<file path="config.mk">
export PLATFORM = sky130hd
export DESIGN_NAME = multiplier_control
export DESIGN_NICKNAME = d
export VERILOG_FILES = /design/src/rtl/multiplier_control.sv
export SDC_FILE = /design/constraint.sdc
export NUM_CORES = 1
export LEC_CHECK = 0
export CORE_AREA = 2 2 39 41
export CTS_BUF_LIST = sky130_fd_sc_hd__clkbuf_4 sky130_fd_sc_hd__clkbuf_8
export DETAILED_ROUTE_END_ITERATION = 12
export DIE_AREA = 0 0 41 43
export HOLD_SLACK_MARGIN = 0.02
export PLACE_DENSITY = 0.59
export SYNTH_ARGS = -nofsm -noshare
export SYNTH_HDL_FRONTEND = slang
export SYNTH_SLANG_ARGS = --single-unit
export TNS_END_PERCENT = 50
</file>
<file path="constraint.sdc">
create_clock -name Clk -period 1.6 [get_ports Clk]
set_input_delay 0.32 -clock Clk [delete_from_list [all_inputs] [get_ports Clk]]
set_output_delay 0.32 -clock Clk [all_outputs]
set_load 0.1 [all_outputs]
</file>
<file path="src/rtl/multiplier_control.sv">
// Sequencer for the add-shift multiplier datapath: one X/A clear, then WIDTH
// add/shift iterations, with an optional subtract on the last iteration for signed operands.
module multiplier_control #(
    parameter int WIDTH       = 8,
    parameter bit SIGNED_MODE = 1'b1
) (
    input  logic                         Clk,
    input  logic                         Reset,
    input  logic                         Run,
    input  logic                         ClearA_LoadB,
    input  logic                         M,
    output logic                         Clr_Ld,
    output logic                         Clr_XA,
    output logic                         Add,
    output logic                         Sub,
    output logic                         Shift_En,
    output logic                         Busy,
    output logic                         Done,
    output logic [$clog2(WIDTH+1)-1:0]   Iter
);
    localparam int IW = $clog2(WIDTH + 1);
    localparam logic [IW-1:0] LAST = IW'(WIDTH - 1);

    typedef enum logic [2:0] {
        S_IDLE,
        S_CLEAR,
        S_ADD,
        S_SHIFT,
        S_DONE
    } state_t;

    state_t state;
    logic   last;

    assign last = (Iter == LAST);

    always_ff @(posedge Clk) begin
        if (Reset) begin
            state <= S_IDLE;
            Iter  <= '0;
        end else begin
            case (state)
                S_IDLE:  if (Run) state <= S_CLEAR;
                S_CLEAR: begin
                    state <= S_ADD;
                    Iter  <= '0;
                end
                S_ADD:   state <= S_SHIFT;
                S_SHIFT: begin
                    Iter  <= Iter + IW'(1);
                    state <= last ? S_DONE : S_ADD;
                end
                // Waiting for Run to drop guarantees one multiply per Run assertion.
                S_DONE:  if (!Run) state <= S_IDLE;
                default: state <= S_IDLE;
            endcase
        end
    end

    always_comb begin
        Clr_Ld   = 1'b0;
        Clr_XA   = 1'b0;
        Add      = 1'b0;
        Sub      = 1'b0;
        Shift_En = 1'b0;
        Busy     = 1'b0;
        Done     = 1'b0;
        case (state)
            S_IDLE:  Clr_Ld = ClearA_LoadB & ~Run;
            S_CLEAR: begin
                Clr_XA = 1'b1;
                Busy   = 1'b1;
            end
            S_ADD: begin
                Busy = 1'b1;
                Add  = M & ~(SIGNED_MODE & last);
                Sub  = M & SIGNED_MODE & last;
            end
            S_SHIFT: begin
                Shift_En = 1'b1;
                Busy     = 1'b1;
            end
            S_DONE:  Done = 1'b1;
            default: ;
        endcase
    end
endmodule

</file>
After elaboration in Yosys (flattened, before gate mapping)
Index checks and enable logic that the tools add are counted.

word-level totals
  register bits = 7
  bits of input ports = 5
  output and inout port bits = 11
  word-level logic and storage cells = 31

cells by class
  $add $sub $neg = 1
  equal/unequal tests = 7
  mux-type cells = 12
  bitwise gates (word level) = 5
  reduce and logical (&&, ||, !) cells = 4

operator list
  kind                                                              number
  3-bit case mux with 5 select lines                                1
  3-bit two-way mux                                                 3
  4-bit case mux with 2 select lines                                1
  1-bit two-way mux                                                 7
  3-bit by 2-bit == test with 1-bit output (second input constant)  2
  4-bit by 1-bit adder with 4-bit output (second input constant)    1
  4-bit by 3-bit == test with 1-bit output (second input constant)  1
  2-bit != test (second input constant)                             2
  1-bit bitwise AND                                                 3
  3-bit by 1-bit == test with 1-bit output (second input constant)  1
  3-bit == test (second input constant)                             1
  3-bit zero test                                                   1
  3-bit OR reduction                                                1
  1-bit NOT                                                         2
  2-bit AND reduction                                               1
  2-bit nonzero test                                                1

Depth between registers and ports, before layout
Gate-level depths: netlist (run 1).

  depth after elaboration = 4
  depth in mapped cells = 5
  depth with buffers taken out = 4

Least setup slack after synthesis (run 1)
OpenSTA, ideal clock, no wires.

  path type = flip-flop to output port
  from = register Iter[0]
  to = output Sub
  data arrival time = 3493 ps
  required time = 1280 ps
  slack = -2213 ps
  stages on the path, launching flop included = 4
  buffers on the path = 0
  path through = dfxtp_1 > ha_1 > nand2_1 > nor3_1

between the ends
  word-level cells in the longest chain between the ends = 3

RTL lines
  item                                      line  source
  start, declared                           19    output logic [$clog2(WIDTH+1)-1:0] Iter
  start signal, assigned                    50    Iter <= Iter + IW'(1);
  4-bit by 3-bit == test with 1-bit output  35    assign last = (Iter == LAST);
  1-bit bitwise AND                         77    Sub = M & SIGNED_MODE & last;
  1-bit two-way mux                         68    case (state)
  end, declared                             15    output logic Sub,

No other way between the ends.

Worst setup path after layout (run 1)
  from = register Iter[1]
  to = output Add

between the ends
  word-level cells in the longest chain between the ends = 4

RTL lines
  item                                      line  source
  4-bit by 3-bit == test with 1-bit output  35
  1-bit NOT                                 76    Add = M & ~(SIGNED_MODE & last);
  1-bit bitwise AND                         76
  1-bit two-way mux                         68
  end, declared                             14    output logic Add,

No other way between the ends.

==> results of run 1 <==
## layer usage
layer | wire, µm | part of all wire [%] | track usage [%]
met1 | 429 | 38 | 16.8
met2 | 650 | 58 | 22.5
met3 | 30 | 2.7 | 4.71
met4 | 19 | 1.7 | 6.00
met5 | 0 | 0 | 0
## where the power goes
| part | internal, µW | total, µW | switching [µW] |
|---|---|---|---|
| combinational | 76.3 | 192 | 116 |
| sequential | 172 | 181 | 9.05 |
| clock | 112 | 183 | 70.3 |
## path summary, 6_finish.rpt
kind                            startpoint       end  slack, ns  cells after the start
worst max register to register    state[2]   Iter[3]       0.31                      3
worst min register to register    state[2]  state[0]       0.47                      1
worst max-delay path               Iter[1]       Add      0.009                      4
worst min-delay path              state[2]  state[0]       0.47                      1
## Yosys cell counts, types with 2 or more instances
| cell type | number |
|---|---|
| nor2_1 | 8 |
| dfxtp_1 | 7 |
| nand2_1 | 3 |
| nand3_1 | 3 |
| a21oi_1 | 2 |
| a31oi_1 | 2 |
| and3b_1 | 2 |
## through the flow
stage	instance area (µm²)	cells
floorplan	430	43
global placement	724	76
CTS	801	84
detailed placement	724	76
finish	845	87
global route	845	87
## cells by family (layout without fill, tap and decap cells)
| family | Yosys count | count (layout) | share of synthesized area [%] |
|---|---|---|---|
| AOI/OAI and AO/OA | 6 | 6 | 9.89 |
| muxes | 1 | 1 | 2.83 |
| buffers and inverters | 2 | 30 | 3.53 |
| DFF | 7 | 7 | 39.6 |
| adders and majority gates | 1 | 1 | 3.53 |
| and+or+nand+nor | 26 | 26 | 40.6 |
## worst max-delay path: stages (launching register included)
cell	delay [ns]
dfxtp_4	0.35
ha_4	0.16
and3b_2	0.22
nor2_4	0.10
buf_12	0.18
## sequential cells by signal (all words and copies together) (netlist names)
signal and cells:
state 3, Iter 4
## repair_timing
item	4_1_cts	5_1_grt
resized for setup	6	6
buffers inserted	4	3
cloned	0	0
endpoints found under the setup margin	3	5
pin swaps	4	5
## area by class of cell
| type | count | area, µm² |
|---|---|---|
| sequential | 7 | 164 |
| timing repair buffer | 26 | 342 |
| clock buffer | 4 | 30.0 |
| multi-input combinational | 34 | 289 |
| tap | 16 | 20.0 |
| fill | 108 | 539 |
==> flow_summary_export.csv, run 1 <==
group,metric,value,unit
critical_path,path_max_fanout,3,
sta,skew,0.00312,ns
detailed_routing,wl,1130,µm
global_routing,track_usage,14.3,%
floorplanning,placementRows,14,
global_routing,grt_max_degree,9,
placement,place_ws,-0.116,ns
finish,final_util,61.0,%
synth,synth.top_cell.area_share,39.6,%
detailed_routing,via_per_inst,4.94,
global_routing,grt-ovfl-total,0,
sta,slew_headroom,83.6,%
clock_network,hold_buffers,0,
sta,hold_ws,0.471,ns
global_routing,antenna_found_initial,0,
finish,antenna_cells,0,
detailed_routing,ant_nets,0,
sta,layout_setup_ws,0.00927,ns
finish,syn_to_final_growth,139,%
sta,final.setup.tns,0,ns
synth,ys_ff_latch,7,
finish,drive_gt1_share,64.8,%
placement,post-dp-hpwl,815,µm
global_routing,grt_pass1_wl,1640,µm
run,drv_cap,0,
critical_path,critPathArrivalTime,1.27,ns
floorplanning,die_w,41,µm
worst_hold_path,hold_class,"register to register",
finish,layout_common_cells,"11 x buf_12, 11 x buf_4, 6 x dfxtp_4, 4 x clkbuf_4",
clock_network,cts_buffers,3,
synth,yosysSeqAreaShare,39.6,%
pwr,p_leak,0.000321,µW
clock_network,ctsRootBufferMaster,"clkbuf_4",
detailed_routing,firstDrtPassIters,4,
critical_path,endpoint_kind,"primary output",
placement,gp_congestion,0.713,
floorplanning,coreArea,1380,µm²
finish,finalNetCount,78,
clock_network,clock-sinks,7,
synth,syn_avg_cell_area,8.23,µm²
detailed_routing,drc,0,
floorplanning,ios,16,
detailed_routing,drt_iter0_drc,5,
sta,rsz0062_at_grt,"yes",
critical_path,crit_path_start_kind,"register",
synth,synthArstFlopShare,0,%
synth,yosys.area.top_type,"dfxtp_1",
sta,setup_viol_count_final,0,
clock_network,cts_tree,"done",
floorplanning,dieArea,1760,µm²
sta,min_period,1.59,ns
global_routing,grt_pass1_vias,392,
synth,synth_enable_flop_cells,0,
pwr,finalPower,556,µW
critical_path,required,1.28,ns
clock_network,clk_latency,0.25,ns
clock_network,clkTransAtPathRegs,0.06,ns
clock_network,clk_path_buf_depth,2,
synth,yosys_most_used_dff,"dfxtp_1",
synth,syn-cell-area,354,µm²
synth,yosysWarningCount,0,
synth,synthDistinctLibCells,23,
clock_network,htree_levels,1,
placement,io_buffers,15,
sta,finalHoldViolations,0,
floorplanning,start_util,25.6,%
sta,worstMarginPinSlew,0.246,ns
critical_path,worstSetupPathType,"register to primary output",
outcome,status,"complete, no violations",
synth,synthCells,43,
sta,fmax,629,MHz
pwr,p_per_area,659,nW/µm²
detailed_routing,vias,430,
pwr,max-vdd-ir-drop,0.415,mV
detailed_routing,wl_per_cell,13.0,µm
synth,yosys-top-cells-area,"dfxtp_1 40%, nor2_1 8.5%, and3b_1 4.9%, nand3_1 4.2%, a31oi_1 3.5%",
sta,finalCritPeriodShare,99.4,%
synth,syn_nets,49,
sta,slew_violations,0,
floorplanning,die_h,43,µm
(Power assumes the default switching activity.)
==> run 2: changes to the inputs <==
--- a/config.mk
+++ b/config.mk
@@ -5,6 +5,7 @@
 export SDC_FILE = /design/constraint.sdc
 export NUM_CORES = 1
 export LEC_CHECK = 0
+export ABC_CLOCK_PERIOD_IN_PS = 1600
 export CORE_AREA = 2 2 39 41
 export CTS_BUF_LIST = sky130_fd_sc_hd__clkbuf_4 sky130_fd_sc_hd__clkbuf_8
 export DETAILED_ROUTE_END_ITERATION = 12
==> results of run 2 <==
Same layout as run 1: the final DEF is identical, and so are final timing and power.
